**config.mk**
```make
export PLATFORM = sky130hd
export DESIGN_NAME = demux_seq
export DESIGN_NICKNAME = d
export VERILOG_FILES = /design/src/rtl/demux_pkg.sv /design/src/rtl/dwell_timer.sv /design/src/rtl/demux_seq.sv
export SDC_FILE = /design/constraint.sdc
export NUM_CORES = 1
export LEC_CHECK = 0
export CAP_MARGIN = 15
export CELL_PAD_IN_SITES_DETAIL_PLACEMENT = 2
export CELL_PAD_IN_SITES_GLOBAL_PLACEMENT = 2
export CORE_MARGIN = 2
export CORE_UTILIZATION = 38
export CTS_BUF_LIST = sky130_fd_sc_hd__clkbuf_2 sky130_fd_sc_hd__clkbuf_4 sky130_fd_sc_hd__clkbuf_8
export DETAILED_ROUTE_END_ITERATION = 12
export HOLD_SLACK_MARGIN = 0.06
export PLACE_DENSITY = 0.86
export SLEW_MARGIN = 15
export SYNTH_ARGS = -nofsm -noshare
export SYNTH_HDL_FRONTEND = slang
export SYNTH_SLANG_ARGS = --single-unit
```
**constraint.sdc**
```tcl
create_clock -name clk -period 3 [get_ports clk]
set_input_delay 0.45 -clock clk [delete_from_list [all_inputs] [get_ports clk]]
set_output_delay 0.45 -clock clk [all_outputs]
set_load 0.005 [all_outputs]
```
**src/rtl/demux_pkg.sv**
```systemverilog
// Shared definitions for the demux sequencer: channel count and FSM encoding.
package demux_pkg;

  localparam int NUM_CH = 4;
  localparam int CH_W   = 2;

  typedef enum logic [1:0] {
    IDLE  = 2'd0,
    SETUP = 2'd1,
    DRIVE = 2'd2
  } state_e;

endpackage

```
**src/rtl/dwell_timer.sv**
```systemverilog
// Down-counter that times the DRIVE phase: load DWELL, decrement each cycle,
// expire_o marks the final data-valid cycle.
module dwell_timer #(
  parameter int DWELL = 4
) (
  input  logic clk,
  input  logic rst_n,
  input  logic load_i,
  input  logic dec_i,
  input  logic clear_i,
  output logic expire_o
);

  localparam int CW = $clog2(DWELL + 1);

  logic [CW-1:0] cnt_q, cnt_d;

  always_comb begin
    cnt_d = cnt_q;
    if (clear_i) begin
      cnt_d = '0;
    end else if (load_i) begin
      cnt_d = CW'(DWELL);
    end else if (dec_i && (cnt_q != '0)) begin
      cnt_d = cnt_q - CW'(1);
    end
  end

  always_ff @(posedge clk or negedge rst_n) begin
    if (!rst_n) begin
      cnt_q <= '0;
    end else begin
      cnt_q <= cnt_d;
    end
  end

  assign expire_o = (cnt_q == CW'(1));

endmodule

```
**src/rtl/demux_seq.sv**
```systemverilog
// Serialises a 4-bit word onto a 1:4 demux: per channel one break-before-make
// SETUP cycle (d=0) followed by DWELL cycles of data, outputs all registered.
module demux_seq
  import demux_pkg::*;
#(
  parameter int DWELL = 4,
  parameter int NCH   = 4
) (
  input  logic              clk,
  input  logic              rst_n,
  input  logic              in_valid,
  input  logic [NUM_CH-1:0] in_word,
  output logic              in_ready,
  input  logic              abort,
  output logic              d,
  output logic              s1,
  output logic              s0,
  output logic              busy,
  output logic              done
);

  localparam logic [CH_W-1:0] LAST_CH = CH_W'(NCH - 1);

  state_e            state_q, state_d;
  logic [CH_W-1:0]   ch_q, ch_d;
  logic [NUM_CH-1:0] word_q, word_d;
  logic [CH_W-1:0]   sel_q, sel_d;
  logic              d_q, d_d;
  logic              done_q, done_d;
  logic              tmr_load, tmr_dec, tmr_clear, tmr_expire;

  dwell_timer #(.DWELL(DWELL)) u_dwell (
    .clk      (clk),
    .rst_n    (rst_n),
    .load_i   (tmr_load),
    .dec_i    (tmr_dec),
    .clear_i  (tmr_clear),
    .expire_o (tmr_expire)
  );

  // Outputs are computed from the next state so they land in registers.
  always_comb begin
    state_d   = state_q;
    ch_d      = ch_q;
    word_d    = word_q;
    sel_d     = sel_q;
    d_d       = d_q;
    done_d    = 1'b0;
    tmr_load  = 1'b0;
    tmr_dec   = 1'b0;
    tmr_clear = 1'b0;
    unique case (state_q)
      IDLE: begin
        if (in_valid) begin
          word_d  = in_word;
          ch_d    = '0;
          sel_d   = '0;
          d_d     = 1'b0;
          state_d = SETUP;
        end
      end
      SETUP: begin
        if (abort) begin
          state_d   = IDLE;
          ch_d      = '0;
          sel_d     = '0;
          d_d       = 1'b0;
          tmr_clear = 1'b1;
        end else begin
          state_d  = DRIVE;
          tmr_load = 1'b1;
          d_d      = word_q[ch_q];
        end
      end
      DRIVE: begin
        if (abort) begin
          state_d   = IDLE;
          ch_d      = '0;
          sel_d     = '0;
          d_d       = 1'b0;
          tmr_clear = 1'b1;
        end else begin
          tmr_dec = 1'b1;
          if (tmr_expire) begin
            d_d = 1'b0;
            if (ch_q == LAST_CH) begin
              // Select stays parked on the last channel; d is already low.
              state_d = IDLE;
              ch_d    = '0;
              done_d  = 1'b1;
            end else begin
              state_d = SETUP;
              ch_d    = ch_q + CH_W'(1);
              sel_d   = ch_q + CH_W'(1);
            end
          end
        end
      end
      default: begin
        state_d = IDLE;
      end
    endcase
  end

  always_ff @(posedge clk or negedge rst_n) begin
    if (!rst_n) begin
      state_q <= IDLE;
      ch_q    <= '0;
      word_q  <= '0;
      sel_q   <= '0;
      d_q     <= 1'b0;
      done_q  <= 1'b0;
    end else begin
      state_q <= state_d;
      ch_q    <= ch_d;
      word_q  <= word_d;
      sel_q   <= sel_d;
      d_q     <= d_d;
      done_q  <= done_d;
    end
  end

  assign in_ready = (state_q == IDLE);
  assign busy     = (state_q != IDLE);
  assign d        = d_q;
  assign s1       = sel_q[1];
  assign s0       = sel_q[0];
  assign done     = done_q;

endmodule

```
==> results of run 1 <==
[power by group]
part / total [mW] / internal (mW) / switching (mW)
Combinational: 0.500 / 0.255 / 0.245
Clock: 0.123 / 0.0498 / 0.0736
Sequential: 0.333 / 0.273 / 0.0597
Total: 0.956 / 0.578 / 0.378
[final cells by class]
class | count | area, um2
clock inverters | 1 | 5.00
multi-input cells | 58 | 482
repair buffers | 13 | 130
inverters | 6 | 22.5
fillers | 233 | 1120
well taps | 28 | 35.0
flip-flops and latches | 15 | 375
clock buffers | 3 | 22.5
[flip-flops by register name (all words and copies together), names as in the netlist]
name	count
sel_q	2
done	1
word_q	4
u_dwell.cnt_q	3
ch_q	2
d	1
state_q	2
[per-layer routing]
layer  routed length (um)  track usage  vias up  part of all wire
met5                    0            0        -                 0
met1                  860        0.221      314              0.41
li1                     -            -      310                 -
met2                 1020        0.302       22              0.49
met4                  127        0.180        0             0.061
met3                   83       0.0517        8             0.040
[path summary, 6_finish.rpt]
| check | cells after the start | slack [ps] | endpoint | from |
|---|---|---|---|---|
| min in group asynchronous | 1 | 570 | state_q[0]$_DFFE_PN0P_ | rst_n |
| min reg2reg | 1 | 500 | d$_DFFE_PN0P_ | d$_DFFE_PN0P_ |
| min | 1 | 500 | d$_DFFE_PN0P_ | d$_DFFE_PN0P_ |
| max reg2reg | 6 | 1200 | ch_q[0]$_DFFE_PN0P_ | state_q[1]$_DFFE_PN0P_ |
| max | 4 | 770 | busy | state_q[0]$_DFFE_PN0P_ |
| max in group asynchronous | 1 | 1980 | u_dwell.cnt_q[0]$_DFFE_PN0P_ | rst_n |
[kinds of logic after synthesis]
group,after synthesis,share of synthesized area
and+or+nand+nor,27,0.192
DFF,15,0.427
AOI/OAI and AO/OA,12,0.105
muxes,9,0.112
adders and majority gates,9,0.128
buffers and inverters,6,0.0256
xor gates and xnor gates,1,0.00996
[through the flow]
| step | area, um2 | std cells |
|---|---|---|
| after floorplan | 880 | 79 |
| after global placement | 1040 | 120 |
| after detailed placement | 1040 | 120 |
| after CTS | 1070 | 124 |
| after global routing | 1070 | 124 |
| final | 1070 | 124 |
[placed cells by master (no fill, tap or decap), drive strengths merged, types with 2 or more instances in the layout]
cell type | netlist | layout
clkbuf | 0 | 3
dfrtp | 15 | 15
a21oi | 2 | 2
and2b | 2 | 2
nor3 | 2 | 2
a31oi | 2 | 2
mux2 | 7 | 7
mux2i | 2 | 2
nor2 | 5 | 5
nand2b | 3 | 3
o31ai | 2 | 2
ha | 9 | 9
o21ai | 2 | 2
nand2 | 7 | 7
clkdlybuf4s50 | 0 | 13
inv | 6 | 6
==> results_dict.tcl, run 1 <==
set metrics [dict create \
    rsz0062_at_grt "no" \
    crit_arrival_ps 1780 \
    grt_pass1_wl_um 3580 \
    nNetsFinal 114 \
    netlist_area_um2 880 \
    synthFlopType "dfrtp_1" \
    slew-limit-headroom 0.520 \
    vdd_ir_drop_max_uv 535 \
    finalCriticalPeriod_ps 2230 \
    power.leakage_nw 0.501 \
    area_delta_synth_final_pct 21.9 \
    drt_first_iter_violations 5 \
    total_power_mw 0.956 \
    drcViolationCount 0 \
    seq_area_frac_synth 0.427 \
    fin_worst_skew_ps 1.14 \
    path_cells "inv_1 -> ha_1 -> inv_1 -> clkdlybuf4s50_1" \
    vias_per_cell 5.27 \
    drv_slew 0 \
    place_ws_ps 882 \
    status "completed" \
    hpwl_um 1620 \
    finalSetupViolations 0 \
    io_buffers 13 \
    synth_area_leaders "dfrtp_1, ha_1, mux2_2" \
    synthesis.nets 96 \
    clk_pin_slew_ps 100 \
    ys_seq_elements 15 \
    synth_common_cells "dfrtp_1, ha_1, nand2_1, inv_1, nor2_1" \
    die_area_um2 2720 \
    tns_ps 0 \
    grt_max_degree 16 \
    holdCritPathClass "reg2reg" \
    n_antenna_cell 0 \
    yosys.cell_types.count 31 \
    critical_path_peak_fanout 5 \
    core_area_um2 2190 \
    grt_usage 0.197 \
    worstPathRequired_ps 2550 \
    antenna_found_initial 0 \
    clock_sinks 15 \
    clock_path_buffers 2 \
    layout_setup_ws_ps 774 \
    synth_edf_count 0 \
    crit_family "buffers and inverters" \
    synth.most_common_cell "dfrtp_1" \
    yosysWarnings 0 \
    postCtsHoldBufs 0 \
    syn_inst 79 \
    die_w_um 52.1 \
    cp_common_cell "inv_1" \
    crit_buf_inv 3 \
    rows 17 \
    worstMarginPinSlew_ps 717 \
    drive_above_1_share 0.156 \
    post_cts_resized 0 \
    end_kind "primary output" \
    start_util 0.401 \
    io_pins 14 \
    grt_pass1_vias 702 \
    routed_wl_um 2090 \
    synth_top_cell_by_area "dfrtp_1" \
    gp_congestion 0.793 \
    fmax_mhz 449 \
    post-route-util 0.489 \
    ant_nets 0 \
    worst_skew_pair.late_latency_ps 300 \
    cts_buffers 3 \
    clockRootBuffer "clkbuf_4" \
    cts_setup_buffers 0 \
    die_y_um 52.1 \
    p_per_area_nw_per_um2 891 \
    vias 654 \
    cts_tree "yes" \
    critPathKind "reg2out" \
    finalHoldWorstSlack_ps 502 \
    cp_slowest_stage_delay_ps 510 \
    firstDrtPassIters 4 \
    maxCapViolCount 0 \
    hold_viol 0 \
    synthArstFlopShare 1.00 \
    htreeDepth 1 \
    synth_top_area_frac 0.427 \
    worst_setup_path_start_kind "flop" \
    crit_slowest_cell "clkdlybuf4s50_1" \
    overflow 0 \
    wl_per_cell_um 16.9 \
    period_share 0.742 \
    syn_avg_cell_area_um2 11.1 \
]
Power figures use the tool's default switching activity.
==> inputs of run 2 (changes only) <==
- CORE_UTILIZATION: 38 -> 32
- PLACE_DENSITY: 0.86 -> 0.77
- clock period: 3 -> 1.91 ns (I/O delays scaled with it)
==> results_dict.tcl, run 2 (synthesis gave the netlist of run 1 again) <==
set metrics [dict create \
    grt_max_degree 16 \
    largest_reg_flops 4 \
    die_y_um 56.4 \
    worst_skew_pair.late_latency_ps 300 \
    vdd_ir_drop_max_uv 710 \
    ant_nets 0 \
    end_kind "primary output" \
    drv_slew 0 \
    maxCapViolCount 0 \
    wl_per_cell_um 16.5 \
    grt_pass1_vias 771 \
    area_delta_synth_final_pct 28.7 \
    io_buffers 13 \
    die_w_um 56.4 \
    die_area_um2 3180 \
    total_power_mw 1.61 \
    routed_wl_um 2170 \
    final_cell_mix "dfrtp_1, clkdlybuf4s50_1, ha_1" \
    overflow 0 \
    crit_arrival_ps 1510 \
    crit_slowest_cell "clkdlybuf4s50_1" \
    worstMarginPinSlew_ps 399 \
    grt_usage 0.160 \
    worstPathRequired_ps 1620 \
    cts_buffers 3 \
    p_per_area_nw_per_um2 1420 \
    fmax_mhz 557 \
    drive_above_1_share 0.238 \
    final_common_cell "dfrtp_1" \
    holdCritPathClass "in2async" \
    drcViolationCount 0 \
    grt_pass1_wl_um 3860 \
    htreeDepth 1 \
    postCtsHoldBufs 0 \
    slew-limit-headroom 0.730 \
    worst_setup_path_start_kind "flop" \
    rsz0062_at_grt "no" \
    cts_tree "yes" \
    vias 669 \
    fin_worst_skew_ps 3.12 \
    period_share 0.941 \
    gp_congestion 0.765 \
    core_area_um2 2690 \
    critical_path_peak_fanout 5 \
    path_cells "inv_1 -> ha_4 -> clkdlybuf4s50_1" \
    finalCriticalPeriod_ps 1800 \
    rows 19 \
    power.leakage_nw 0.535 \
    regMostFlops "word_q" \
    tns_ps 0 \
    clk_pin_slew_ps 100 \
    start_util 0.327 \
    hold_viol 0 \
    n_antenna_cell 0 \
    cp_slowest_stage_delay_ps 510 \
    drt_first_iter_violations 2 \
    antenna_found_initial 0 \
    clockRootBuffer "clkbuf_4" \
    hpwl_um 1630 \
    status "completed" \
    firstDrtPassIters 2 \
    nNetsFinal 119 \
    io_pins 14 \
    finalSetupViolations 0 \
    n_fill_cell 291 \
    clock_sinks 15 \
    vias_per_cell 5.07 \
    clock_path_buffers 2 \
    critPathKind "reg2out" \
    reg.largest.list "word_q x4, u_dwell.cnt_q x3" \
]
[run 2: cell types whose count changed in the layout (fill, tap and decap cells not counted)]
cell,change
buf_4,+5
inv_1,-2
inv_2,+2
a21oi_1,-1
a21oi_2,+1
clkdlybuf4s50_1,-1
dlymetal6s2s_1,+1
ha_1,-1
ha_4,+1
[run 2: repair_timing]
item,CTS,global route
gates resized for setup,2,4
cloned,0,0
setup buffers,2,0
setup endpoints to repair,2,2
[run 2: worst paths after layout]
check                                       end  depth (start not counted)              startpoint  slack [ps]
min in group clk           sel_q[0]$_DFFE_PN0P_                          1    sel_q[0]$_DFFE_PN0P_         490
min reg2reg                sel_q[0]$_DFFE_PN0P_                          1    sel_q[0]$_DFFE_PN0P_         490
max reg2reg                       d$_DFFE_PN0P_                          6  state_q[0]$_DFFE_PN0P_         160
max                                    in_ready                          3  state_q[0]$_DFFE_PN0P_         110
min                              done$_DFF_PN0_                          2                   rst_n         300
max in group asynchronous         d$_DFFE_PN0P_                          2                   rst_n        1430
[run 2: report_power, final]
group	leakage [nW]	total [mW]	switching [mW]	internal (mW)
logic	0.322	0.923	0.456	0.468
registers	0.196	0.496	0.0673	0.429
clock network	0.0177	0.194	0.115	0.0781
total	0.535	1.61	0.638	0.975
[run 2: area by class of cell]
cell class                 instances  area, um2  area share
clock buffer                       3       22.5      0.0199
clock inverter                     1       5.00     0.00442
inverter                           6       22.5      0.0199
multi-input combinational         58        498       0.440
sequential                        15        375       0.331
tap                               31       38.8      0.0343
timing repair buffer              18        170       0.150
[run 2: stage by stage]
stage	cell area, um2	cells	hold WS, ps	setup slack, ps	utilization
after floorplan	880	79	-9.09	292	-
after global placement	1070	126	461	165	0.399
after detailed placement	1070	126	465	102	0.399
after CTS	1120	132	308	51.3	0.415
after global routing	1130	132	304	17.5	0.422
final	1130	132	300	113	0.422
[run 2: worst max-delay path: cells and delay by family, from the launching register on]
| kind | cells | cell delay [ps] |
|---|---|---|
| buf+inv | 2 | 640 |
| flops | 1 | 400 |
| fa+ha+maj | 1 | 190 |
[run 2: layer usage]
metal  vias to the layer above  track usage  part of all wire
met1                       334        0.186              0.43
met2                        13        0.281              0.52
met3                         4       0.0553             0.042
met5                         -            0                 0
li1                        318            -                 -
met4                         0       0.0408             0.011
==> inputs of run 3 (changes only) <==
- SLEW_MARGIN: 15 -> unset
==> results of run 3 <==
The final DEF is identical to that of run 2; final timing and power are the same.
